**config.mk**
```make
export PLATFORM = sky130hd
export DESIGN_NAME = uart_rs232_tx_ser
export DESIGN_NICKNAME = d
export VERILOG_FILES = /design/src/rtl/uart_rs232_tx_ser.sv
export SDC_FILE = /design/constraint.sdc
export NUM_CORES = 1
export LEC_CHECK = 0
export ABC_AREA = 1
export CORE_MARGIN = 2
export CORE_UTILIZATION = 35
export CTS_BUF_LIST = sky130_fd_sc_hd__clkbuf_4 sky130_fd_sc_hd__clkbuf_8 sky130_fd_sc_hd__clkbuf_16
export DETAILED_ROUTE_END_ITERATION = 8
export PLACE_DENSITY = 0.59
export SYNTH_ARGS = -nofsm -noshare
export SYNTH_HDL_FRONTEND = slang
export SYNTH_SLANG_ARGS = --single-unit
```
**constraint.sdc**
```tcl
create_clock -name Clk -period 2.6 [get_ports Clk]
set_clock_uncertainty 0.15 [all_clocks]
set_input_delay 0.65 -clock Clk [delete_from_list [all_inputs] [get_ports Clk]]
set_output_delay 0.65 -clock Clk [all_outputs]
set_load 0.05 [all_outputs]
```
**src/rtl/uart_rs232_tx_ser.sv**
```systemverilog
// uart_rs232_tx_ser: RS-232 transmit serialiser, 1 start bit, 6/7/8 data bits LSB first, 1 stop bit, no parity.
// Latency: write sampled at edge k -> start bit on Tx after edge k+1; every bit lasts 16 Ticks.
// Backpressure: TxReady is low while the one-entry holding register is full; TxStart is then ignored.
module uart_rs232_tx_ser (
   input  logic       Clk,
   input  logic       Rst_n,
   input  logic       Tick,
   input  logic       TxEn,
   input  logic       TxStart,
   input  logic [7:0] TxData,
   input  logic [3:0] NBits,
   output logic       Tx,
   output logic       TxReady,
   output logic       TxBusy,
   output logic       TxDone
);

   typedef enum logic [1:0] {
      IDLE  = 2'd0,
      START = 2'd1,
      DATA  = 2'd2,
      STOP  = 2'd3
   } state_t;

   state_t     state, state_nxt;

   // Holding register: lets the host queue the next character while a frame shifts.
   logic [7:0] hold, hold_nxt;
   logic       hold_full, hold_full_nxt;

   // Frame datapath: shifter, Tick counter within a bit, data-bit counter, latched length.
   logic [7:0] sh, sh_nxt;
   logic [3:0] tcnt, tcnt_nxt;
   logic [3:0] bcnt, bcnt_nxt;
   logic [3:0] nb, nb_nxt;

   // Registered line and done pulse.
   logic       tx_q, tx_nxt;
   logic       done_q, done_nxt;

   logic       bit_end;
   logic       wr_acc;
   logic       load;
   logic [3:0] nb_sane;

   // Only 6 and 7 are short formats; any other code falls back to 8 data bits.
   assign nb_sane = (NBits == 4'd6 || NBits == 4'd7) ? NBits : 4'd8;

   // The 16th Tick of the current bit closes that bit.
   assign bit_end = Tick && (tcnt == 4'd15);

   assign wr_acc  = TxStart && !hold_full;

   assign TxReady = !hold_full;
   assign TxBusy  = (state != IDLE);
   assign Tx      = tx_q;
   assign TxDone  = done_q;

   // Next-state, datapath and line value for the frame sequencer.
   always_comb begin
      state_nxt     = state;
      hold_nxt      = hold;
      hold_full_nxt = hold_full;
      sh_nxt        = sh;
      tcnt_nxt      = tcnt;
      bcnt_nxt      = bcnt;
      nb_nxt        = nb;
      tx_nxt        = tx_q;
      done_nxt      = 1'b0;
      load          = 1'b0;

      case (state)
         IDLE: begin
            // Ticks are ignored here; the counter restarts at every load.
            tx_nxt = 1'b1;
            if (hold_full && TxEn) begin
               load = 1'b1;
            end
         end

         START: begin
            if (Tick) begin
               tcnt_nxt = tcnt + 4'd1;
            end
            if (bit_end) begin
               tx_nxt    = sh[0];
               sh_nxt    = sh >> 1;
               bcnt_nxt  = 4'd1;
               state_nxt = DATA;
            end
         end

         DATA: begin
            if (Tick) begin
               tcnt_nxt = tcnt + 4'd1;
            end
            if (bit_end) begin
               if (bcnt < nb) begin
                  tx_nxt   = sh[0];
                  sh_nxt   = sh >> 1;
                  bcnt_nxt = bcnt + 4'd1;
               end else begin
                  tx_nxt    = 1'b1;
                  state_nxt = STOP;
               end
            end
         end

         STOP: begin
            if (Tick) begin
               tcnt_nxt = tcnt + 4'd1;
            end
            if (bit_end) begin
               done_nxt = 1'b1;
               // A queued character starts right after the stop bit, no idle bit between.
               if (hold_full && TxEn) begin
                  load = 1'b1;
               end else begin
                  state_nxt = IDLE;
               end
            end
         end

         default: begin
            state_nxt = IDLE;
            tx_nxt    = 1'b1;
         end
      endcase

      // Frame load: the Tick sampled on this edge is deliberately not counted.
      if (load) begin
         sh_nxt        = hold;
         nb_nxt        = nb_sane;
         hold_full_nxt = 1'b0;
         tcnt_nxt      = 4'd0;
         tx_nxt        = 1'b0;
         state_nxt     = START;
      end

      // Host write comes after the load so a coincident write refills the register.
      if (wr_acc) begin
         hold_nxt      = TxData;
         hold_full_nxt = 1'b1;
      end
   end

   // State and datapath registers; reset aborts any frame and drops the queued character.
   always_ff @(posedge Clk or negedge Rst_n) begin
      if (!Rst_n) begin
         state     <= IDLE;
         hold      <= 8'd0;
         hold_full <= 1'b0;
         sh        <= 8'd0;
         tcnt      <= 4'd0;
         bcnt      <= 4'd0;
         nb        <= 4'd0;
         tx_q      <= 1'b1;
         done_q    <= 1'b0;
      end else begin
         state     <= state_nxt;
         hold      <= hold_nxt;
         hold_full <= hold_full_nxt;
         sh        <= sh_nxt;
         tcnt      <= tcnt_nxt;
         bcnt      <= bcnt_nxt;
         nb        <= nb_nxt;
         tx_q      <= tx_nxt;
         done_q    <= done_nxt;
      end
   end

endmodule

```
==> results.toml, run 1 <==
[worst_setup_path]
crit_chain = "clkdlybuf4s50_1"
crit_start = "Tx"
cp-endpoint = "Tx"
reg2reg_to = "sh[0]"
reg2reg_slack_ns = 0.68
cp_num_cells = 1
crit_buf_inv = 1
cp_top_family = "buffers and inverters"
critical_path_class = "reg2out"
r2r_start = "state[0]"
critPathCaptureType = "output pin"
critPathSlowestCell = "clkdlybuf4s50_1"
worstPathMaxFanout = 2
critPathMaxStageDelay_ns = 0.79
rr_worst_depth = 9
cp.arrival_ns = 1.60
cp.required_ns = 1.80
startpoint_type = "register"

[detailed_routing]
drtIter0Drc = 42
wl_per_cell_um = 10.3
drc = 0
vias = 1328
drt_pass1_iterations = 4
via_per_inst = 4.49
drt_wl_total_um = 3060
ant_nets = 0

[power]
p_int_mw = 1.39
p_seq_frac = 0.370
ir_drop_mv = 0.573
p_leak_nw = 1.08
power_density_nw_per_um2 = 1060
switching_power_mw = 0.842
swShare = 0.378
clock_power_share = 0.229
pwr-share-comb = 0.401

[die]
initial_core_util = 0.363
core.rowCount = 25
pin_count = 21
dieArea_sq_um = 5470
die_w_um = 74.0
die_h_um = 74.0
core-area_sq_um = 4720

[logic_synthesis]
synth_common_cells = "nand2_1 (63), dfrtp_1 (32), inv_1 (22)"
synth_enable_flop_cells = 0
synth_cell_type_count = 23
netlist_area_sq_um = 1710
synth_nets = 230
yosysMostFrequentCell = "nand2_1"
ys_warn_count = 0
syn_inst = 203
ys_seq_elements = 33
synth_top_area_frac = 0.467
synthTopCellsByArea = "dfrtp_1 (47%), nand2_1 (14%), ha_1 (7.3%)"
synthArstFlopShare = 1.00
syn_avg_cell_area_sq_um = 8.44
yosysSeqAreaShare = 0.483
yosys.area.top_type = "dfrtp_1"
synthFlopType = "dfrtp_1"

[timing]
max_freq_ghz = 0.417
finalHoldViolCount = 0
tightestPinTransition_ns = 0.509
finalSetupViolCount = 0
fin_crit_ns = 2.40
drv_slew = 0
fin_tns_setup_ns = 0
fin_crit_sh = 0.923
rsz0062_at_grt = "no"
slew_headroom = 0.659

[clock_network]
post_cts_buffers = 0
cts-root-buf = "clkbuf_8"
clock_latency_ns = 0.29
htree_levels = 2
cts_resized = 0
path_clk_slew_ns = 0.06
clockBufferDepth = 2
cts_hold_buf = 0
cts_sinks = 33
numCtsBuffers = 5
cts_tree = "done"

[placement]
io_buffers = 20
place_inst = 288
gp_congestion = 0.774
dp_hpwl_um = 2200

[global_route]
grt_use_total = 0.133
antenna_found_initial = 0
grt_max_degree = 34
grt_pass1_wl_um = 5560
first_global_vias = 1265
globalRouteOverflowTotal = 0

[worst_hold_path]
hold_class = "reg2reg"
holdPathStages = 2

[cells_and_area]
nFillCells = 491
nets = 255
fin_cells = 296
seq_area_sq_um = 827
synthToLayoutAreaGrowth_pct = 22.2
antenna_cells = 0
drive_above_1_share = 0.114
multi_input_area_sq_um = 752

[status]
status = "finished clean"

[flow_run]
cap_violations = 0
==> registers in the layout, summed over array words and instances (netlist names) <==
register   count
hold           8
sh             8
bcnt           4
nb             4
tcnt           4
state          2
Tx             1
TxDone         1
hold_full      1
==> layout make-up <==
class / count / share of cell area
sequential: 33 / 0.395
multi-input combinational: 142 / 0.359
timing repair buffer: 24 / 0.109
clock buffer: 7 / 0.0430
tap: 67 / 0.0400
inverter: 22 / 0.0395
clock inverter: 1 / 0.0143
==> logic make-up after synthesis <==
kind of cell	Yosys count	share of synthesized area
multiplexers	4	0.0263
buffers and inverters	28	0.0782
flip-flops	33	0.483
AND/OR/NAND/NOR	99	0.237
AO/OA/AOI/OAI	24	0.0774
adder cells (fa/ha/maj)	10	0.0730
XOR/XNOR	5	0.0256
==> placed cells by master (no fill, tap or decap), drive strengths merged <==
| cell type | n |
|---|---|
| ha | 10 |
| a21oi | 10 |
| nand2 | 66 |
| buf | 5 |
| mux2 | 4 |
| xnor2 | 1 |
| inv | 22 |
| clkdlybuf4s50 | 19 |
| dfrtp | 32 |
| o21ai | 13 |
| or2 | 2 |
| clkbuf | 7 |
| nor2 | 17 |
| nand4 | 1 |
| nand3 | 13 |
| xor2 | 4 |
| bufinv | 1 |
| dfstp | 1 |
| a31oi | 1 |
==> routing by layer <==
layer  vias up  global-route usage  part of all wire
met5         -                   0                 0
met4         0              0.0485             0.017
met3         6              0.0447             0.034
met2        15               0.216              0.46
met1       622               0.165              0.48
li1        685                   -                 -
==> power by group through the flow <==
| stage | clock, mW | combinational (mW) | sequential [mW] |
|---|---|---|---|
| after CTS | 0.528 | 0.910 | 0.826 |
| final | 0.510 | 0.894 | 0.824 |
| after global placement | 0 | 0.899 | 0.831 |
| after detailed placement | 0 | 0.907 | 0.835 |
| after floorplan | 0 | 0.696 | 0.839 |
| after global routing | 0.554 | 1.05 | 0.846 |
==> worst min-delay path by stage <==
stage	from	endpoint
after floorplan	Rst_n	TxDone
after global placement	hold[7]	sh[7]
after detailed placement	hold[7]	sh[7]
after CTS	hold[7]	sh[7]
after global routing	hold[7]	sh[7]
final	hold[7]	sh[7]
==> stage by stage <==
stage               hold WS, ns  worst slack [ns]  cell area [sq um]  total power, mW   util
floorplan                 0.204             0.757               1710             1.54      -
global placement          0.309             0.242               1970             1.73  0.418
detailed placement        0.316             0.188               1970             1.74  0.418
CTS                       0.331             0.188               2090             2.26  0.443
global route              0.366             0.159               2090             2.45  0.443
finish                    0.326             0.200               2090             2.23  0.443
No activity file was read; power rests on OpenSTA's default activity.
==> inputs of run 2 (changes only) <==
--- a/config.mk
+++ b/config.mk
@@ -11,6 +11,7 @@
 export CTS_BUF_LIST = sky130_fd_sc_hd__clkbuf_4 sky130_fd_sc_hd__clkbuf_8 sky130_fd_sc_hd__clkbuf_16
 export DETAILED_ROUTE_END_ITERATION = 8
 export PLACE_DENSITY = 0.59
+export RECOVER_POWER = 100
 export SYNTH_ARGS = -nofsm -noshare
 export SYNTH_HDL_FRONTEND = slang
 export SYNTH_SLANG_ARGS = --single-unit
==> results.toml, run 2 (synthesized netlist as in run 1, its figures left out) <==
[timing]
fin_tns_setup_ns = 0
hold_ws_ns = 0.326
drv_slew = 0
tightestPinTransition_ns = 0.810
finalHoldViolCount = 0
rsz0062_at_grt = "no"
fin_crit_ns = 2.47
slew_headroom = 0.460
finalSetupViolCount = 0
fin_crit_sh = 0.950
max_freq_ghz = 0.405
worst_slack_ns = 0.130

[clock_network]
clock_latency_ns = 0.29
cts_resized = 0
cts_hold_buf = 0
post_cts_buffers = 0
htree_levels = 2
clockBufferDepth = 2
path_clk_slew_ns = 0.06
cts_sinks = 33
cts-root-buf = "clkbuf_8"
numCtsBuffers = 5
cts_tree = "done"

[cells_and_area]
nets = 255
antenna_cells = 0
synthToLayoutAreaGrowth_pct = 21.0
largestRegisters = "hold (8), sh (8)"
final_cell_mix = "nand2_1 (65), dfrtp_1 (32), inv_1 (22)"
drive_above_1_share = 0.0917
final_common_cell = "nand2_1"
fin_area_sq_um = 2070

[power]
p_leak_nw = 1.07
power_density_nw_per_um2 = 1060
finalPower_mw = 2.20
ir_drop_mv = 0.556

[die]
core-area_sq_um = 4720
pin_count = 21
die_w_um = 74.0
initial_core_util = 0.363
core.rowCount = 25
die_h_um = 74.0
dieArea_sq_um = 5470

[global_route]
grt_pass1_wl_um = 5560
antenna_found_initial = 0
grt_max_degree = 34
grt_use_total = 0.133
first_global_vias = 1265
globalRouteOverflowTotal = 0

[worst_setup_path]
crit_chain = "dlygate4sd3_1"
reg2reg_slack_ns = 0.51
cp.arrival_ns = 1.67
crit_buf_inv = 1
cp.required_ns = 1.80
startpoint_type = "register"
critPathSlowestCell = "dlygate4sd3_1"
critPathCaptureType = "output pin"
worstPathMaxFanout = 2
critical_path_class = "reg2out"
cp_top_family = "buffers and inverters"
critPathMaxStageDelay_ns = 0.86

[detailed_routing]
wl_per_cell_um = 10.3
drtIter0Drc = 40
ant_nets = 0
drt_wl_total_um = 3050
via_per_inst = 4.48
vias = 1327
drt_pass1_iterations = 5
drc = 0

[status]
status = "finished clean"

[worst_hold_path]
hold_class = "reg2reg"

[flow_run]
cap_violations = 0

[placement]
place_ws_ns = 0.188
io_buffers = 20
dp_hpwl_um = 2200
gp_congestion = 0.774
dpl-instance-area_sq_um = 1970
run 2: cell types whose count changed in the layout (fill, tap and decap cells not counted), sizes merged:
cell,before,now
buf,5,1
clkbuf,7,11
clkdlybuf4s50,19,13
dlygate4sd3,0,6
run 2: layout make-up:
| class | count | area, sq um |
|---|---|---|
| flip-flops and latches | 33 | 827 |
| well taps | 67 | 83.8 |
| repair buffers | 24 | 215 |
| clock buffers | 7 | 90.1 |
| clock inverters | 1 | 30.0 |
| multi-input cells | 142 | 744 |
| inverters | 22 | 82.6 |
| fillers | 496 | 2650 |
run 2: path summary, 6_finish.rpt:
| path | to | from | depth (start not counted) |
|---|---|---|---|
| max in group asynchronous | hold[6] | Rst_n | 2 |
| worst min-delay path | sh[7] | hold[7] | 2 |
| worst max register to register | sh[3] | state[0] | 8 |
| worst max-delay path | Tx | Tx | 1 |
| min in group asynchronous | tcnt[0] | Rst_n | 2 |
| worst min register to register | sh[7] | hold[7] | 2 |
run 2: report_power, final:
part | switching [mW] | internal (mW)
clock | 0.187 | 0.323
combinational | 0.544 | 0.326
sequential | 0.105 | 0.719
run 2: through the flow:
step / utilization / std cells
after floorplan: - / 203
after global placement: 0.418 / 288
after detailed placement: 0.418 / 288
after CTS: 0.443 / 296
after global routing: 0.439 / 296
final: 0.439 / 296
run 2: routing by layer:
layer  wire [um]  vias up  GRT usage
met1        1480      621      0.165
met4          51        0     0.0485
met5           0        -          0
li1            -      685          -
met3         105        6     0.0447
met2        1420       15      0.216
==> inputs of run 3 (changes only) <==
--- a/config.mk
+++ b/config.mk
@@ -12,6 +12,7 @@
 export DETAILED_ROUTE_END_ITERATION = 8
 export PLACE_DENSITY = 0.59
 export RECOVER_POWER = 100
+export REMOVE_ABC_BUFFERS = 1
 export SYNTH_ARGS = -nofsm -noshare
 export SYNTH_HDL_FRONTEND = slang
 export SYNTH_SLANG_ARGS = --single-unit
==> results.toml, run 3 (synthesized netlist as in run 1, its figures left out) <==
[placement]
dp_hpwl_um = 2240
gp_congestion = 0.793
io_buffers = 20
place_ws_ns = 0.211

[clock_network]
cts_tree = "done"
cts_hold_buf = 0
cts_sinks = 33
clockBufferDepth = 2
htree_levels = 2
cts_resized = 0
path_clk_slew_ns = 0.06
numCtsBuffers = 5
cts-root-buf = "clkbuf_8"
post_cts_buffers = 0
clock_latency_ns = 0.28

[die]
core.rowCount = 25
dieArea_sq_um = 5470
pin_count = 21
die_h_um = 74.0
initial_core_util = 0.363
core-area_sq_um = 4720
die_w_um = 74.0

[cells_and_area]
largestRegisters = "hold (8), sh (8)"
nets = 256
nFillCells = 489
final_cell_mix = "nand2_1 (64), dfrtp_1 (32), inv_1 (22)"
drive_above_1_share = 0.100
synthToLayoutAreaGrowth_pct = 19.8
antenna_cells = 0
final_common_cell = "nand2_1"

[worst_setup_path]
crit_buf_inv = 1
worstPathMaxFanout = 2
cp_top_family = "buffers and inverters"
reg2reg_slack_ns = 0.51
critPathMaxStageDelay_ns = 0.88
critical_path_class = "reg2out"
cp.required_ns = 1.80
crit_chain = "dlygate4sd3_1"
startpoint_type = "register"
critPathSlowestCell = "dlygate4sd3_1"
cp.arrival_ns = 1.68
critPathCaptureType = "output pin"

[timing]
finalSetupViolCount = 0
fin_crit_sh = 0.956
worst_slack_ns = 0.115
drv_slew = 0
fin_crit_ns = 2.48
finalHoldViolCount = 0
fin_tns_setup_ns = 0
max_freq_ghz = 0.402
slew_headroom = 0.460
rsz0062_at_grt = "no"
tightestPinTransition_ns = 0.811

[detailed_routing]
drt_wl_total_um = 3040
drt_pass1_iterations = 4
vias = 1276
ant_nets = 0
wl_per_cell_um = 10.2
drc = 0
via_per_inst = 4.30
drtIter0Drc = 32

[power]
ir_drop_mv = 0.383
p_leak_nw = 1.07
power_density_nw_per_um2 = 1020

[global_route]
globalRouteOverflowTotal = 0
grt_pass1_wl_um = 5580
antenna_found_initial = 0
grt_use_total = 0.134
first_global_vias = 1311
grt_max_degree = 34

[worst_hold_path]
hold_class = "reg2reg"

[flow_run]
cap_violations = 0

[status]
status = "finished clean"
run 3: final cells by class:
| cell class | count | area (sq um) | share of cell area |
|---|---|---|---|
| multi-input combinational | 142 | 747 | 0.364 |
| sequential | 33 | 827 | 0.403 |
| clock buffer | 7 | 83.8 | 0.0409 |
| inverter | 22 | 82.6 | 0.0402 |
| timing repair buffer | 25 | 223 | 0.109 |
| tap | 67 | 83.8 | 0.0409 |
| clock inverter | 1 | 5.00 | 0.00244 |
run 3: where the power goes:
group / total [mW] / switching [mW] / internal [mW]
clock network: 0.386 / 0.178 / 0.209
logic: 0.876 / 0.544 / 0.332
registers: 0.829 / 0.110 / 0.719
run 3: path summary, 6_finish.rpt:
check                          from       to  cells after the start
setup reg to reg           state[0]    sh[3]                      8
max in group asynchronous     Rst_n  hold[6]                      2
hold / removal              hold[7]    sh[7]                      2
setup / recovery                 Tx       Tx                      1
hold reg to reg             hold[7]    sh[7]                      2
min in group asynchronous     Rst_n  bcnt[2]                      2
run 3: per-layer routing:
metal,GRT usage,up-vias,share of wire
met5,0,-,0
li1,-,687,-
met2,0.223,13,0.49
met1,0.169,574,0.48
met4,0.0364,0,0.0043
met3,0.0407,2,0.025
run 3: stage by stage:
stage,util,power [mW],cells,hold slack (ns),area [sq um]
2_1_floorplan,-,1.49,197,0.204,1660
5_1_grt,0.434,2.31,297,0.352,2050
6_report,0.434,2.09,297,0.329,2050
4_1_cts,0.438,2.15,297,0.331,2070
3_5_place_dp,0.419,1.75,289,0.317,1980
3_3_place_gp,0.419,1.73,289,0.312,1980
==> patch: new RTL, config.mk and constraints of run 2 <==
Register the output `Tx` once more; this adds one clock of latency there. The other outputs are not delayed to match. Comments in the files are not updated.
--- a/src/rtl/uart_rs232_tx_ser.sv
+++ b/src/rtl/uart_rs232_tx_ser.sv
@@ -55,3 +55,5 @@
    assign TxBusy  = (state != IDLE);
-   assign Tx      = tx_q;
+   always_ff @(posedge Clk) begin
+      Tx <= tx_q;
+   end
    assign TxDone  = done_q;
Formal check against the unedited RTL: not equivalent (Yosys sat finds a counterexample within 4 cycles, from zero or initial values and one cycle with Rst_n low).
==> patch against run 2 <==
Count of clock-buffer cells in the layout decreased by 1; sequential cell count increased by 1; critical path depth increased by 1; global-route usage increased by 0.44 points; setup slack improved by 0.030 ns; total power decreased by 5.3%; cell area decreased by 1.3%; largest power group unchanged; area after synthesis increased by 0.88%; routed wire length about the same.
==> patch: results (changes against run 2) <==
Clock tree
  • Clock root buffer: clkbuf_8
  • Max Buffers Root-to-Sink: 2 (unchanged)
  • CTS clk-pin slew, worst paths: 0.06 ns (about the same)
  • CTS H-tree depth: 2 (unchanged)
  • Resized cells post-CTS: 0 (unchanged)
  • Setup bufs post-CTS: 0 (unchanged)
  • Number of CTS-inserted buffers: 5 (unchanged)
  • Clk_lat worst skew: 0.28 ns

Routing
  • Initial DRT Pass Iterations: 4 (-1)
  • 1st-iter DRT viols: 50 (+25%)
  • Total wire length: 3051 um (about the same)
  • Vias per inst: 4.400 (-1.9%)

Synthesis
  • Post-synthesis cell type count: 26 (+13%)
  • Post-synth top cells: 61 x nand2_1, 32 x dfrtp_1, 22 x inv_1
  • Post-synthesis sequential area ratio: 0.4902 (+0.007390)
  • Area contributors post-synth: dfrtp_1 46%, nand2_1 13%, ha_1 7.2%
  • Most used DFF post-synth: dfrtp_1
  • Syn_area_per_cell: 8.470 um2 (+0.38%)
  • Synth Warn #: 0 (unchanged)
  • Synth async-reset ratio: 0.9706 (-0.02941)
  • Syn_nets: 231 (+0.43%)

Placed design
  • Placed Cells: 289 (+0.35%)
  • Post-Place Cell Area: 0.001993 mm2 (+1.0%)
  • Gpl congestion: 0.7261 (-6.2%)
  • Post-DP HPWL: 2120 um (-3.7%)
  • PortBufs: 20 (unchanged)

Pwr
  • VDD IR max: 0.0005022 V (-9.6%)
  • Leakage: 1.048 nW (-2.3%)
  • Psw: 0.0008220 W (-1.7%)

Die
  • Chip width: 74.26 um (+0.41%)

Timing
  • Setup TNS: 0 ns (unchanged)
  • Slew Limit Headroom: 0.4474 (-0.01230)

Global routing
  • GRT Util Overall: 0.1372 (+0.004415)
  • Vias in the first global route: 1349 (+6.6%)
  • Initial antenna violation count: 0 (unchanged)
  • First-pass GRT wire length: 5789 um (+4.1%)
  • Largest net degree at the start of global routing: 34 (unchanged)

Finish
  • Share of cells above drive strength 1: 0.07018 (-0.02153)
  • Fillcell total: 520 (+4.8%)
  • N_diodes: 0 (unchanged)
  • Non-Filler Instances: 295 (-0.34%)
  • Nets: 256 (+0.39%)
  • Largest regs: hold x8, sh x8

Setup path
  • Largest fanout on the critical path: 3 (+1)
  • Critical Path AT: 1.64 ns (-0.03 ns)

Status
  • Run status: finished, final reports clean
==> patch: stage by stage <==
step             util  worst slack, ns
2_1_floorplan       -           0.7305
3_3_place_gp   0.4192           0.2040
3_5_place_dp   0.4192           0.1485
4_1_cts        0.4366           0.1941
5_1_grt        0.4305          0.08326
6_report       0.4305           0.1599
==> patch: path summary, 6_finish.rpt <==
check,slack (ns),start,end,cells past startpoint
worst max-delay path,0.16,hold_full,TxReady,2
worst min-delay path,0.26,tx_q,Tx,0
worst max register to register,0.47,state[0],sh[0],8
worst min register to register,0.26,tx_q,Tx,0
max in group asynchronous,0.93,Rst_n,hold[5],2
min in group asynchronous,0.84,Rst_n,state[1],2
==> patch: cell families (layout without fill, tap and decap cells) <==
logic type / Yosys count / count (layout) / synth area share
simple gates: 98 / 98 / 0.2353
flops: 34 / 34 / 0.4902
buf+inv: 28 / 52 / 0.07241
compound gates: 26 / 26 / 0.08472
fa+ha+maj: 10 / 10 / 0.07241
xor+xnor: 5 / 5 / 0.02534
mux: 3 / 3 / 0.01955
==> patch: power groups by stage <==
stage          Combinational, W  Clock (W)  Sequential, W
2_1_floorplan          0.000678          0       0.000857
3_3_place_gp           0.000887          0       0.000850
3_5_place_dp           0.000901          0       0.000853
4_1_cts                0.000908   0.000403       0.000844
5_1_grt                 0.00103   0.000423       0.000869
6_report               0.000861   0.000384       0.000843
==> patch: per-layer routing <==
layer / track usage / wire (um) / vias up
li1: - / - / 684
met1: 0.1704 / 1488 / 590
met2: 0.2232 / 1384 / 17
met3: 0.04065 / 111 / 7
met4: 0.05952 / 67 / 0
met5: 0 / 0 / -
==> patch: worst max-delay path, cell delays in order (launching register included) <==
cell and delay (ns):
dfrtp_1 0.38, inv_1 0.10, dlygate4sd3_1 0.88
==> patch: final cells by class <==
cell class                      instances  area [um2]  share of cell area
Timing Repair Buffer                   23       211.5              0.1033
Sequential cell                        34       847.1              0.4138
Inverter                               23       86.33             0.04218
Multi-Input combinational cell        142       735.7              0.3594
Tap cell                               67       83.83             0.04095
Clock buffer                            6       82.58             0.04034
